===== src/rtl/msdap_pkg.sv =====
// Shared MSDAP definitions: output word width and transmit FSM states.
package msdap_pkg;

  localparam int OUT_WIDTH = 40;

  typedef enum logic {
    IDLE  = 1'b0,
    SHIFT = 1'b1
  } tx_state_t;

endpackage


===== src/rtl/serial_out_tx_if.sv =====
// Sample handshake between the output-sample producer and the serial transmitter.
interface serial_out_tx_if #(
  parameter int WIDTH = msdap_pkg::OUT_WIDTH
);
  logic             in_valid;
  logic [WIDTH-1:0] in_dataL;
  logic [WIDTH-1:0] in_dataR;
  logic             in_ready;

  modport master (
    output in_valid,
    output in_dataL,
    output in_dataR,
    input  in_ready
  );

  modport slave (
    input  in_valid,
    input  in_dataL,
    input  in_dataR,
    output in_ready
  );
endinterface


===== src/rtl/tx_shift_reg.sv =====
// Parallel-load, enable-shift register presenting its MSB as the serial bit.
// Zeros are shifted in, so a fully shifted word leaves the line at 0.
module tx_shift_reg #(
  parameter int WIDTH = 40
) (
  input  logic             clk,
  input  logic             reset_n,
  input  logic             load,
  input  logic             shift,
  input  logic [WIDTH-1:0] din,
  output logic             msb
);

  logic [WIDTH-1:0] data_reg;

  // Load has priority over shift; the FSM never asserts both together.
  always_ff @(posedge clk or negedge reset_n) begin
    if (!reset_n) begin
      data_reg <= '0;
    end else if (load) begin
      data_reg <= din;
    end else if (shift) begin
      data_reg <= {data_reg[WIDTH-2:0], 1'b0};
    end
  end

  assign msb = data_reg[WIDTH-1];

endmodule


===== src/rtl/serial_out_tx.sv =====
// MSDAP serial transmitter: one-entry holding register for a stereo sample,
// moved into L/R shifters on a frame pulse and sent MSB-first per bit_en.
module serial_out_tx
  import msdap_pkg::*;
#(
  parameter int WIDTH = OUT_WIDTH
) (
  input  logic                  clk,
  input  logic                  reset_n,
  input  logic                  frame_pulse,
  input  logic                  bit_en,
  serial_out_tx_if.slave        bus,
  input  logic                  err_clr,
  output logic                  OutputL,
  output logic                  OutputR,
  output logic                  OutReady,
  output logic                  word_done,
  output logic                  underrun,
  output logic                  overrun
);

  localparam int CNT_W = $clog2(WIDTH);
  localparam logic [CNT_W-1:0] LAST_BIT = CNT_W'(WIDTH - 1);

  tx_state_t        state_reg, state_next;
  logic [CNT_W-1:0] cnt_reg, cnt_next;
  logic             hold_full_reg, hold_full_next;
  logic [WIDTH-1:0] holdL_reg, holdR_reg;
  logic             word_done_reg, word_done_next;
  logic             underrun_reg, underrun_next;
  logic             overrun_reg, overrun_next;
  logic             accept;
  logic             load_en;
  logic             shift_en;

  logic [1:0][WIDTH-1:0] hold_word;
  logic [1:0]            serial_bit;

  assign bus.in_ready = ~hold_full_reg;
  assign accept       = bus.in_valid & ~hold_full_reg;

  // State, counter, holding flag and status registers.
  always_ff @(posedge clk or negedge reset_n) begin
    if (!reset_n) begin
      state_reg     <= IDLE;
      cnt_reg       <= '0;
      hold_full_reg <= 1'b0;
      word_done_reg <= 1'b0;
      underrun_reg  <= 1'b0;
      overrun_reg   <= 1'b0;
    end else begin
      state_reg     <= state_next;
      cnt_reg       <= cnt_next;
      hold_full_reg <= hold_full_next;
      word_done_reg <= word_done_next;
      underrun_reg  <= underrun_next;
      overrun_reg   <= overrun_next;
    end
  end

  // Capture the offered sample when the holding register is empty.
  always_ff @(posedge clk or negedge reset_n) begin
    if (!reset_n) begin
      holdL_reg <= '0;
      holdR_reg <= '0;
    end else if (accept) begin
      holdL_reg <= bus.in_dataL;
      holdR_reg <= bus.in_dataR;
    end
  end

  // Next-state logic: frame handling, bit counting and sticky errors (set wins over clear).
  always_comb begin
    state_next     = state_reg;
    cnt_next       = cnt_reg;
    hold_full_next = hold_full_reg;
    word_done_next = 1'b0;
    underrun_next  = underrun_reg & ~err_clr;
    overrun_next   = overrun_reg & ~err_clr;
    load_en        = 1'b0;
    shift_en       = 1'b0;

    // Accept only happens while empty, and load only while full, so they never collide.
    if (accept) begin
      hold_full_next = 1'b1;
    end

    case (state_reg)
      IDLE: begin
        if (frame_pulse) begin
          if (hold_full_reg) begin
            load_en        = 1'b1;
            hold_full_next = 1'b0;
            cnt_next       = '0;
            state_next     = SHIFT;
          end else begin
            underrun_next = 1'b1;
          end
        end
      end
      SHIFT: begin
        // A frame mid-word is flagged and otherwise ignored.
        if (frame_pulse) begin
          overrun_next = 1'b1;
        end
        if (bit_en) begin
          shift_en = 1'b1;
          if (cnt_reg == LAST_BIT) begin
            cnt_next       = '0;
            state_next     = IDLE;
            word_done_next = 1'b1;
          end else begin
            cnt_next = cnt_reg + CNT_W'(1);
          end
        end
      end
      default: begin
        state_next = IDLE;
      end
    endcase
  end

  assign hold_word = {holdR_reg, holdL_reg};

  // Lane 0 carries the left channel, lane 1 the right channel.
  generate
    for (genvar gi = 0; gi < 2; gi++) begin : g_lane
      tx_shift_reg #(
        .WIDTH(WIDTH)
      ) u_shift (
        .clk     (clk),
        .reset_n (reset_n),
        .load    (load_en),
        .shift   (shift_en),
        .din     (hold_word[gi]),
        .msb     (serial_bit[gi])
      );
    end
  endgenerate

  assign OutputL   = serial_bit[0];
  assign OutputR   = serial_bit[1];
  assign OutReady  = (state_reg == SHIFT);
  assign word_done = word_done_reg;
  assign underrun  = underrun_reg;
  assign overrun   = overrun_reg;

endmodule

===== src/flat_wrapper.sv =====
// flat-port wrapper written by rule: the top's interface ports become plain ports
module serial_out_tx_flat import msdap_pkg::*;
#(
  parameter int WIDTH = OUT_WIDTH
)
  (clk, reset_n, frame_pulse, bit_en, err_clr, OutputL, OutputR, OutReady, word_done, underrun, overrun, bus_in_valid, bus_in_dataL, bus_in_dataR, bus_in_ready);
  serial_out_tx_if #(.WIDTH(WIDTH)) bus_i ();
  input  logic clk;
  input  logic reset_n;
  input  logic frame_pulse;
  input  logic bit_en;
  input  logic err_clr;
  output logic OutputL;
  output logic OutputR;
  output logic OutReady;
  output logic word_done;
  output logic underrun;
  output logic overrun;
  input wire logic [$bits(bus_i.in_valid)-1:0] bus_in_valid;
  input wire logic [$bits(bus_i.in_dataL)-1:0] bus_in_dataL;
  input wire logic [$bits(bus_i.in_dataR)-1:0] bus_in_dataR;
  output wire logic [$bits(bus_i.in_ready)-1:0] bus_in_ready;
  assign bus_i.in_valid = bus_in_valid;
  assign bus_i.in_dataL = bus_in_dataL;
  assign bus_i.in_dataR = bus_in_dataR;
  assign bus_in_ready = bus_i.in_ready;
  serial_out_tx #(.WIDTH(WIDTH)) u_core (.clk(clk), .reset_n(reset_n), .frame_pulse(frame_pulse), .bit_en(bit_en), .bus(bus_i), .err_clr(err_clr), .OutputL(OutputL), .OutputR(OutputR), .OutReady(OutReady), .word_done(word_done), .underrun(underrun), .overrun(overrun));
endmodule

===== config.mk =====
export PLATFORM = sky130hd
export DESIGN_NAME = serial_out_tx_flat
export DESIGN_NICKNAME = d
export VERILOG_FILES = /design/src/rtl/msdap_pkg.sv /design/src/rtl/serial_out_tx_if.sv /design/src/rtl/tx_shift_reg.sv /design/src/rtl/serial_out_tx.sv /design/src/flat_wrapper.sv
export SDC_FILE = /design/constraint.sdc
export NUM_CORES = 1
export LEC_CHECK = 0
export BUFFER_PORTS_ARGS = -buffer_cell sky130_fd_sc_hd__buf_2
export CORE_MARGIN = 10
export CORE_UTILIZATION = 64
export CTS_BUF_LIST = sky130_fd_sc_hd__clkbuf_8
export DETAILED_ROUTE_END_ITERATION = 16
export PLACE_DENSITY = 0.89
export SETUP_SLACK_MARGIN = 0.4
export SYNTH_ARGS = -nofsm -noshare
export SYNTH_HDL_FRONTEND = slang
export SYNTH_SLANG_ARGS = --single-unit

===== constraint.sdc =====
create_clock -name clk -period 3.5 [get_ports clk]
set_clock_uncertainty 0.2 [all_clocks]
set_input_delay 0.175 -clock clk [delete_from_list [all_inputs] [get_ports clk]]
set_output_delay 0.175 -clock clk [all_outputs]
set_load 0.01 [all_outputs]

======== After elaboration in Yosys (flattened, before gate mapping) ========
Cells that the tools add are included.
cells by class
  add/sub/neg operators ................... 1
  eq/ne operators ......................... 4
  mux-type cells .......................... 29
  bitwise operators ....................... 6
  reductions and logical operators ........ 2
operators with widths
  operator                                       number
  2-to-1 mux 40 bit                              4
  2-to-1 mux 6 bit                               4
  2-to-1 mux 1 bit                               19
  one-hot mux 6 bit (2 select lines)             1
  adder 6 x 1 -> 6 bit, second input constant    1
  equality test 6 bit, second input constant     1
  != test 2 bit, second input constant           2
  bitwise AND 1 bit                              3
  inverter 1 bit                                 3
  AND reduction 3 bit                            1
  != test 2 x 1 -> 1 bit, second input constant  1
  one-hot mux 1 bit (2 select lines)             1
  nonzero test 2 bit                             1
storage, ports and cells
  bits in registers ....................... 171
  input bits .............................. 86
  output and inout port bits .............. 7
  word-level logic and storage cells ...... 52

======== Depth between registers and ports, before layout ========
Gate-level depths: netlist of the first run.
  depth in word-level cells ............... 6
  gate-level depth with buffers ........... 8
  gate-level depth less buffers ........... 5

======== By module ========
From an unflattened synthesis of the first run, not the netlist that was laid out.
unflattened totals
  cells, all modules ...................... 566
  area total of the unflattened synthesis .. 7666.1 um^2
by module, submodules not included
  module         times used  cells an instance  area an instance (um^2)  seq. area each (um^2)
  serial_out_tx  1           218                3872.5                   2277.2
  tx_shift_reg   2           174                1896.8                   1001.0

======== Worst setup path before layout of the first run ========
Ideal clock, no wire load.
  path kind ............................... flip-flop to flip-flop
  from .................................... register u_core.state_reg, in the netlist u_core.OutReady
  to ...................................... register u_core.cnt_reg[3]
  setup time .............................. 0.069 ns
  arrival time ............................ 1.488 ns
  data required time ...................... 3.231 ns
  slack ................................... 1.744 ns
  cell stages (with the launch flop) ...... 7
  path buffers ............................ 2
  clock period less this slack ............ 1.756 ns
  cell sequence ........................... dfrtp_1 buf_4 and3b_1 buf_4 nor2_4 or4_1 nand3_1
on the way
  cells in the longest elaborated chain, start to end .. 3
  elaborated cells on any way between the ends .. 6
  those cells by class .................... eq/ne (3); mux (1); bitwise (1); reduce/logical (1)
RTL lines
  what                                                                             RTL line             text
  from (decl)                                                                      serial_out_tx.sv:25  tx_state_t state_reg, state_next;
  from (signal assigned)                                                           serial_out_tx.sv:52  state_reg <= state_next;
  inverter 1 bit                                                                   n/a
  != test 2 x 1 -> 1 bit (no source line) / != test 2 bit (equally long branches)  n/a
  AND reduction 3 bit (no source line)                                             n/a
  to (signal assigned)                                                             serial_out_tx.sv:53  cnt_reg <= cnt_next;
  to (decl)                                                                        serial_out_tx.sv:26  logic [CNT_W-1:0] cnt_reg, cnt_next;
Several ways; a longest one is shown, not always the timed one.
A chain may end at the register's enable or synchronous reset.

======== Worst setup path after layout of the first run ========
  from .................................... register u_core.state_reg, in the netlist u_core.OutReady
  to ...................................... register u_core.cnt_reg[5]
Same word-level chain as after synthesis.

==> results of run 1 <==
-- repair_timing --
action,CTS,global route
hold buffers,86,0
setup endpoints to repair,0,0
endpoints found under the hold margin,193,0
-- stage by stage --
step           total power, W  area [µm²]
2_1_floorplan         0.00245        6800
3_3_place_gp          0.00258        7340
3_5_place_dp          0.00262        7340
4_1_cts               0.00409        8610
5_1_grt               0.00426        8610
6_report              0.00410        8610
-- power by group through the flow --
| stage | combinational (W) | clock, W | sequential (W) |
|---|---|---|---|
| 6_report | 0.000411 | 0.00142 | 0.00226 |
| 3_5_place_dp | 0.000331 | 0 | 0.00229 |
| 5_1_grt | 0.000454 | 0.00153 | 0.00228 |
| 3_3_place_gp | 0.000306 | 0 | 0.00228 |
| 2_1_floorplan | 0.000202 | 0 | 0.00225 |
| 4_1_cts | 0.000405 | 0.00144 | 0.00225 |
-- cells in the final DEF, fill, tap and decap left out, drive strengths merged --
master and n:
bufinv 3, ha 1, a21oi 1, nor4b 1
nor2 7, inv 8, nand4bb 1, and2 1
dlygate4sd3 86, nand2 160, o32ai 1, clkinv 5
dfrtp 171, and3b 1, clkbuf 17, mux2 80
nor2b 1, nand3 4, a21o 1, or4 1
mux2i 5, xor2 2, clkinvlp 5, nand4 1
o22ai 1, o21ai 8, a22oi 73, buf 99
a22o 2
-- critical path: cells and delay by family, from the launching register on --
family,cells,cell delay (ns)
compound gates,2,0.42
buf+inv,1,0.64
flops,1,0.48
simple gates,1,0.52
-- cells by family (layout without fill, tap and decap cells) --
| logic type | after synthesis | count (layout) | synth area share [%] |
|---|---|---|---|
| XOR/XNOR | 2 | 2 | 0.257 |
| AND/OR/NAND/NOR | 178 | 178 | 10.4 |
| flip-flops | 171 | 171 | 62.9 |
| adder cells (fa/ha/maj) | 1 | 1 | 0.184 |
| AO/OA/AOI/OAI | 87 | 87 | 9.31 |
| buffers and inverters | 43 | 223 | 2.96 |
| multiplexers | 85 | 85 | 14.0 |
-- cell type report --
type / count / area (µm²)
fillers: 504 / 1710
clock buffers: 17 / 234
clock inverters: 15 / 176
multi-input cells: 353 / 2340
repair buffers: 185 / 1390
well taps: 136 / 170
flip-flops and latches: 171 / 4280
inverters: 6 / 22.5
-- final timing paths --
path                                             startpoint                                                 to  cells after the start
setup reg to reg                  u_core.OutReady$_DFF_PN0_                      u_core.cnt_reg[5]$_DFFE_PN0P_                      4
max in group asynchronous                           reset_n                   u_core.holdR_reg[39]$_DFFE_PN0P_                      3
hold reg to reg            u_core.holdR_reg[38]$_DFFE_PN0P_  u_core.g_lane[1].u_shift.data_reg[38]$_DFFE_PN0P_                      2
hold / removal                                      reset_n  u_core.g_lane[0].u_shift.data_reg[27]$_DFFE_PN0P_                      2
min in group clk                           bus_in_dataL[24]                   u_core.holdL_reg[24]$_DFFE_PN0P_                      3
setup / recovery                  u_core.OutReady$_DFF_PN0_                      u_core.cnt_reg[5]$_DFFE_PN0P_                      4
-- routing by layer --
metal  part of all wire (%)  wire length (µm)  vias up
li1                       -                 -     2297
met1                     39              6290     2444
met2                     51              8360      220
met3                    6.4              1040       59
met4                    3.6               591        0
met5                      0                 0        -
==> summary.md, run 1 <==
| Metric | Value |
|---|---|
| Die area | 0.0152 mm² |
| Dpl ws | 1.19 ns |
| Gr usage total | 22.9% |
| CP Launch Type | flop |
| First-pass GRT wire length | 27200 µm |
| RD Place Congestion | between 0.8 and 0.9 |
| Gate Count Post-Synth | 567 |
| Critical path type | flop to flop |
| Final worst path period need | ~2.4 ns |
| Clock tree sinks | ~170 |
| Seq cells post-synth | 171 |
| Worst vdd ir | 0.316 mV |
| Pwr dens | 476 mW/mm² |
| Max reg flops | 80 |
| Post-Syn Area per Cell | 12.0 µm² |
| CTS root buf | clkbuf_8 |
| Initial core utilization | 65.9% |
| Setup bufs post-CTS | 0 |
| CP peak stage delay | 0.64 ns |
| Worst Hold Class | input port to async pin |
| Post-synth top area share | 62.9% |
| GRT busiest layer | met2 |
| Count leader, synth | dfrtp_1 |
| Drt via density | 5.69 |
| CP cell instances | and3b_4 > buf_4 > o22ai_1 > a21o_1 |
| Worst-Margin Slew | 1.01 ns |
| Resize count post-CTS | 0 |
| Req. time, crit path | 3.66 ns |
| Final Max Tran Viols | 0 |
| Hold_ws | 0.201 ns |
| Final period utilization | 68.5% |
| PortBufs | 92 |
| FMAX | 417 MHz |
| Yosys warns | 0 |
| Net Sw Power | just over 0.001 W |
| Seq/Total Area, Yosys | 62.9% |
| Post-synth EDFFs | 0 |
| Post-route ant nets | 0 |
| Initial antenna violation count | 0 |
| P_leak | 4.30 nW |
| Area leader, netlist | dfrtp_1 |
| Vias in the first global route | 5437 |
| RSZ-0062 raised after global routing | no |
| Synth unique cells | 28 |
| Critical Path Fanout Max | 71 |
| Setup TNS | 0 ns |
| CTS tree | done |
| Main synth FF type | dfrtp_1 |
| Largest net degree at the start of global routing | around 110 |
| HPWL Detailed | between 9000 and 10000 µm |
| Worst R2R Setup Slack | 1.10 ns |
| H-tree lvl count | 4 |
| Post-Syn Nets | 654 |
| Worst-path clk slew | 0.09 ns |
| Ranking of synthesized cells by area | dfrtp_1, mux2_2, nand2_1, a22oi_1, buf_2 |
| Max-slew headroom at the worst pin | 32.8% |
| Met1 Use GR | a little over a quarter |
| Switching share of total power | between 20% and 30% |
| GRT met2 Usage | between 30% and 40% |
| GRT overflow | 0 |
| Post-synth ARST share | 100% |
| Site row count | 37 |
| Outcome | finished clean |
| Final hold vios | 0 |
| Wirelength per Cell | 18.4 µm |
| Synthesis-to-finish area growth | 26.6% |
| Fin cells | 883 |
| Final Core Density | 83.4% |
| Clock tree buffer depth | 2 |
| DRC | 0 |
| Core box area | 0.0103 mm² |
| Top cells by count, synth | dfrtp_1, nand2_1, mux2_2 |
| Met3 usage | 6.56% |
| Cell area after synthesis | 0.00680 mm² |
| Final WL | ~16000 µm |
| # IOs | 93 |
| Max-cap violations | 0 |
| Inst Count DP | 765 |
| Vias | 5020 |
| Seq pwr share | 55.2% |
| Ant. Diodes | 0 |
| Final #Nets | roughly 820 |
| Worst Path Arrival | 2.56 ns |
| Fraction of layout cells with a size suffix above 1 | around 29% |
| Die H | 123 µm |
| Clock power frac | between 30% and 40% |
| DRT iter0 DRCs | 477 |
| Comb power frac | about 10% |
| Die width | roughly 120 µm |
| Total CTS buffers | 17 |
| Crit path capture type | flop |
| Worst setup margin | 1.10 ns |
| Final setup violation count | 0 |
| Clk_lat worst skew | 0.47 ns |
| Int Power | 0.00307 W |
| Initial DRT Pass Iterations | 6 |
| Slowest cell on the critical path | buf_4 |
(Power assumes the default switching activity.)
==> inputs of run 2 (changes only) <==
Settings changed: ABC_AREA set to 1, CORE_UTILIZATION 64 to 54, PLACE_DENSITY 0.89 to 0.8.
Clock period 3.5 ns to 1.98 ns, I/O delays scaled along.
==> run 2 against run 1 <==
Net effect:
- the run now ends with hold timing left
- total power rose to 3.0 times the previous value
- clock power rose by 78%
- final cell count rose by 18%
- sequential cell count did not move
- sequential power rose to 2.7 times the previous value
- combinational power rose to 8.8 times the previous value
- die area rose by 23%
- critical endpoint is now u_core.holdL_reg[17]$_DFFE_PN0P_
- highest routed layer unchanged
==> summary.md, run 2 <==
| Metric | Value |
|---|---|
| Area leader, netlist | dfrtp_1 (unchanged) |
| Net Sw Power | 0.00371 W (was 0.00103 W) |
| Crit path capture type | flop (unchanged) |
| Total CTS buffers | 17 (unchanged) |
| Final period utilization | 79.0% (was 68.5%) |
| Synth unique cells | 24 (was 28) |
| Synthesis-to-finish area growth | 29.0% (was 26.6%) |
| Commonest non-fill, non-tap cell in the layout | nand2_1 (was dfrtp_1) |
| Worst Hold Class | input port to async pin (unchanged) |
| Pwr dens | 1290 mW/mm² (was 476 mW/mm²) |
| Dpl ws | 0.140 ns (was 1.19 ns) |
| Outcome | complete, but fails checks (was finished clean) |
| Cell area after synthesis | 0.00733 mm² (was 0.00680 mm²) |
| Initial DRT Pass Iterations | 5 (was 6) |
| RSZ-0062 raised after global routing | yes (was no) |
| Int Power | 0.00851 W (was 0.00307 W) |
| CTS tree | done (unchanged) |
| Comb power frac | 29.7% (was 10.0%) |
| GRT overflow | 0 (unchanged) |
| Post-Syn Area per Cell | 11.1 µm² (was 12.0 µm²) |
| Post-Syn Nets | 745 (was 654) |
| Top cells by count, synth | nand2_1, dfrtp_1, nand3_1 (was dfrtp_1, nand2_1, mux2_2) |
| Vias | 5569 (was 5020) |
| Gr usage total | 19.2% (was 22.9%) |
| Final setup violation count | 0 (unchanged) |
| Initial antenna violation count | 1 (was 0) |
| Die area | 0.0186 mm² (was 0.0152 mm²) |
| Core box area | 0.0133 mm² (was 0.0103 mm²) |
| CP Launch Type | flop (unchanged) |
| Commonest cells after routing, fill and taps aside | nand2_1, dfrtp_1, buf_2, dlygate4sd3_1, nand3_1 (was dfrtp_1, nand2_1, buf_2, dlygate4sd3_1, mux2_2) |
| Clock tree buffer depth | 2 (unchanged) |
| Setup TNS | 0 ns (unchanged) |
| Final Max Tran Viols | 0 (unchanged) |
| Final #Nets | 937 (was 821) |
| Seq/Total Area, Yosys | 58.4% (was 62.9%) |
| Failing checks | hold timing |
| Vias in the first global route | 5708 (was 5437) |
| Worst vdd ir | 0.648 mV (was 0.316 mV) |
| Req. time, crit path | 2.12 ns (was 3.66 ns) |
| Critical Path Fanout Max | 13 (was 71) |
| Final hold vios | 39 (was 0) |
| Max-cap violations | 0 (unchanged) |
| Clock power frac | 20.7% (was 34.8%) |
| Site row count | 42 (was 37) |
| Switching share of total power | 30.3% (was 25.0%) |
| Gate Count Post-Synth | 658 (was 567) |
| Hold_buf cts | 86 (unchanged) |
| Yosys warns | 0 (unchanged) |
| Final WL | 19100 µm (was 16300 µm) |
| # IOs | 93 (unchanged) |
| RD Place Congestion | 0.817 (was 0.838) |
| Die width | 137 µm (was 123 µm) |
| Worst flop-to-flop path startpoint | u_core.hold_full_reg$_DFF_PN0_ (was u_core.OutReady$_DFF_PN0_) |
| Die H | 137 µm (was 123 µm) |
| Max-slew headroom at the worst pin | 73.7% (was 32.8%) |
| DRT iter0 DRCs | 569 (was 477) |
| Seq pwr share | 49.6% (was 55.2%) |
| Drt via density | 5.37 (was 5.69) |
| Worst-Margin Slew | 0.395 ns (was 1.01 ns) |
| Post-synth EDFFs | 0 (unchanged) |
| FMAX | 639 MHz (was 417 MHz) |
| Clock tree sinks | 171 (unchanged) |
| Final worst path period need | 1.56 ns (was 2.40 ns) |
| Max reg flops | 80 (unchanged) |
| DRC | 0 (unchanged) |
| H-tree lvl count | 4 (unchanged) |
| Post-synth top area share | 58.4% (was 62.9%) |
| Largest net degree at the start of global routing | 72 (was 111) |
| Initial core utilization | 55.1% (was 65.9%) |
| First-pass GRT wire length | 28400 µm (was 27200 µm) |
| Wirelength per Cell | 18.4 µm (about the same) |
| Worst setup margin | 0.415 ns (was 1.10 ns) |
| Final Core Density | 71.1% (was 83.4%) |
| Post-synth ARST share | 100% (unchanged) |
| Critical path origin | u_core.hold_full_reg$_DFF_PN0_ (was u_core.OutReady$_DFF_PN0_) |
| Critical path type | flop to flop (unchanged) |
| Main synth FF type | dfrtp_1 (unchanged) |
| HPWL Detailed | 10300 µm (was 9470 µm) |
| PortBufs | 92 (unchanged) |
| Worst-path clk slew | 0.09 ns (about the same) |
| Seq cells post-synth | 171 (unchanged) |
| Post-route ant nets | 0 (unchanged) |
| Worst Path Arrival | 1.70 ns (was 2.56 ns) |
| Ranking of synthesized cells by area | dfrtp_1, mux2_4, nand2_1, nand3_1, mux2_2 (was dfrtp_1, mux2_2, nand2_1, a22oi_1, buf_2) |
| Hold_ws | -0.0890 ns (was 0.201 ns) |
| CTS root buf | clkbuf_8 (unchanged) |
| Clk_lat worst skew | 0.46 ns (was 0.47 ns) |
| Count leader, synth | nand2_1 (was dfrtp_1) |
| P_leak | 4.79 nW (was 4.30 nW) |
| Fraction of layout cells with a size suffix above 1 | 28.0% (was 28.6%) |
run 2: layout make-up:
class	instances	area (µm²)
well taps	176	220
clock inverters	10	126
multi-input cells	435	2680
fillers	832	3840
diodes	1	2.50
repair buffers	208	1790
clock buffers	20	275
flip-flops and latches	171	4280
inverters	17	78.8
run 2: metal layers:
metal  wire length [µm]  up-vias  GRT usage (%)
met2               9710      247           31.8
met1               7740     2739           23.6
met4                531        0           9.47
met3               1080       46           3.48
met5                  0        -              0
li1                   -     2537              -
run 2: power groups by stage:
stage | registers, W | logic (W) | clock network [W]
6_report | 0.00606 | 0.00363 | 0.00253
5_1_grt | 0.00621 | 0.00395 | 0.00271
4_1_cts | 0.00599 | 0.00337 | 0.00255
3_5_place_dp | 0.00602 | 0.00316 | 0
3_3_place_gp | 0.00595 | 0.00297 | 0
2_1_floorplan | 0.00572 | 0.00268 | 0
run 2: worst paths after layout:
kind | to | slack [ns] | cells past startpoint
min reg2reg | u_core.g_lane[0].u_shift.data_reg[0]$_DFFE_PN0P_ | 0.29 | 2
min in group clk | u_core.holdL_reg[27]$_DFFE_PN0P_ | 0.20 | 3
max in group asynchronous | u_core.OutReady$_DFF_PN0_ | 0.93 | 3
max reg2reg | u_core.holdL_reg[17]$_DFFE_PN0P_ | 0.42 | 4
min | u_core.g_lane[0].u_shift.data_reg[18]$_DFFE_PN0P_ | -0.09 | 2
max | u_core.holdL_reg[17]$_DFFE_PN0P_ | 0.42 | 4
run 2: logic make-up (layout without fill, tap and decap cells):
family	after synthesis	after routing	share of synthesized area, %
AOI/OAI and AO/OA	24	24	1.96
adders and majority gates	1	1	0.171
buffers and inverters	52	255	5.55
DFF	171	171	58.4
muxes	78	78	15.3
other	0	1	0
and+or+nand+nor	332	332	18.6
run 2: timing repair:
action / in CTS / in global routing
endpoints found under the setup margin: 136 / 145
buffers inserted: 2 / 6
cloned: 1 / 7
endpoints found under the hold margin: 265 / 39
pin swaps: 0 / 4
resized for setup: 6 / 9
run 2: metrics by stage:
stage | instance area, µm² | std cells | hold slack (ns) | total power [W]
floorplan | 7330 | 658 | -0.397 | 0.00840
global placement | 7880 | 905 | -0.174 | 0.00892
detailed placement | 7880 | 905 | -0.166 | 0.00918
CTS | 9200 | 1024 | -0.0915 | 0.0119
global route | 9460 | 1038 | -0.0685 | 0.0129
finish | 9460 | 1038 | -0.0890 | 0.0122
run 2: worst max-delay path, cell delays in order, from the launching register on:
cell       delay, ns
dfrtp_1         0.46
inv_4           0.09
nand2_8         0.15
clkbuf_16       0.24
mux2_4          0.31
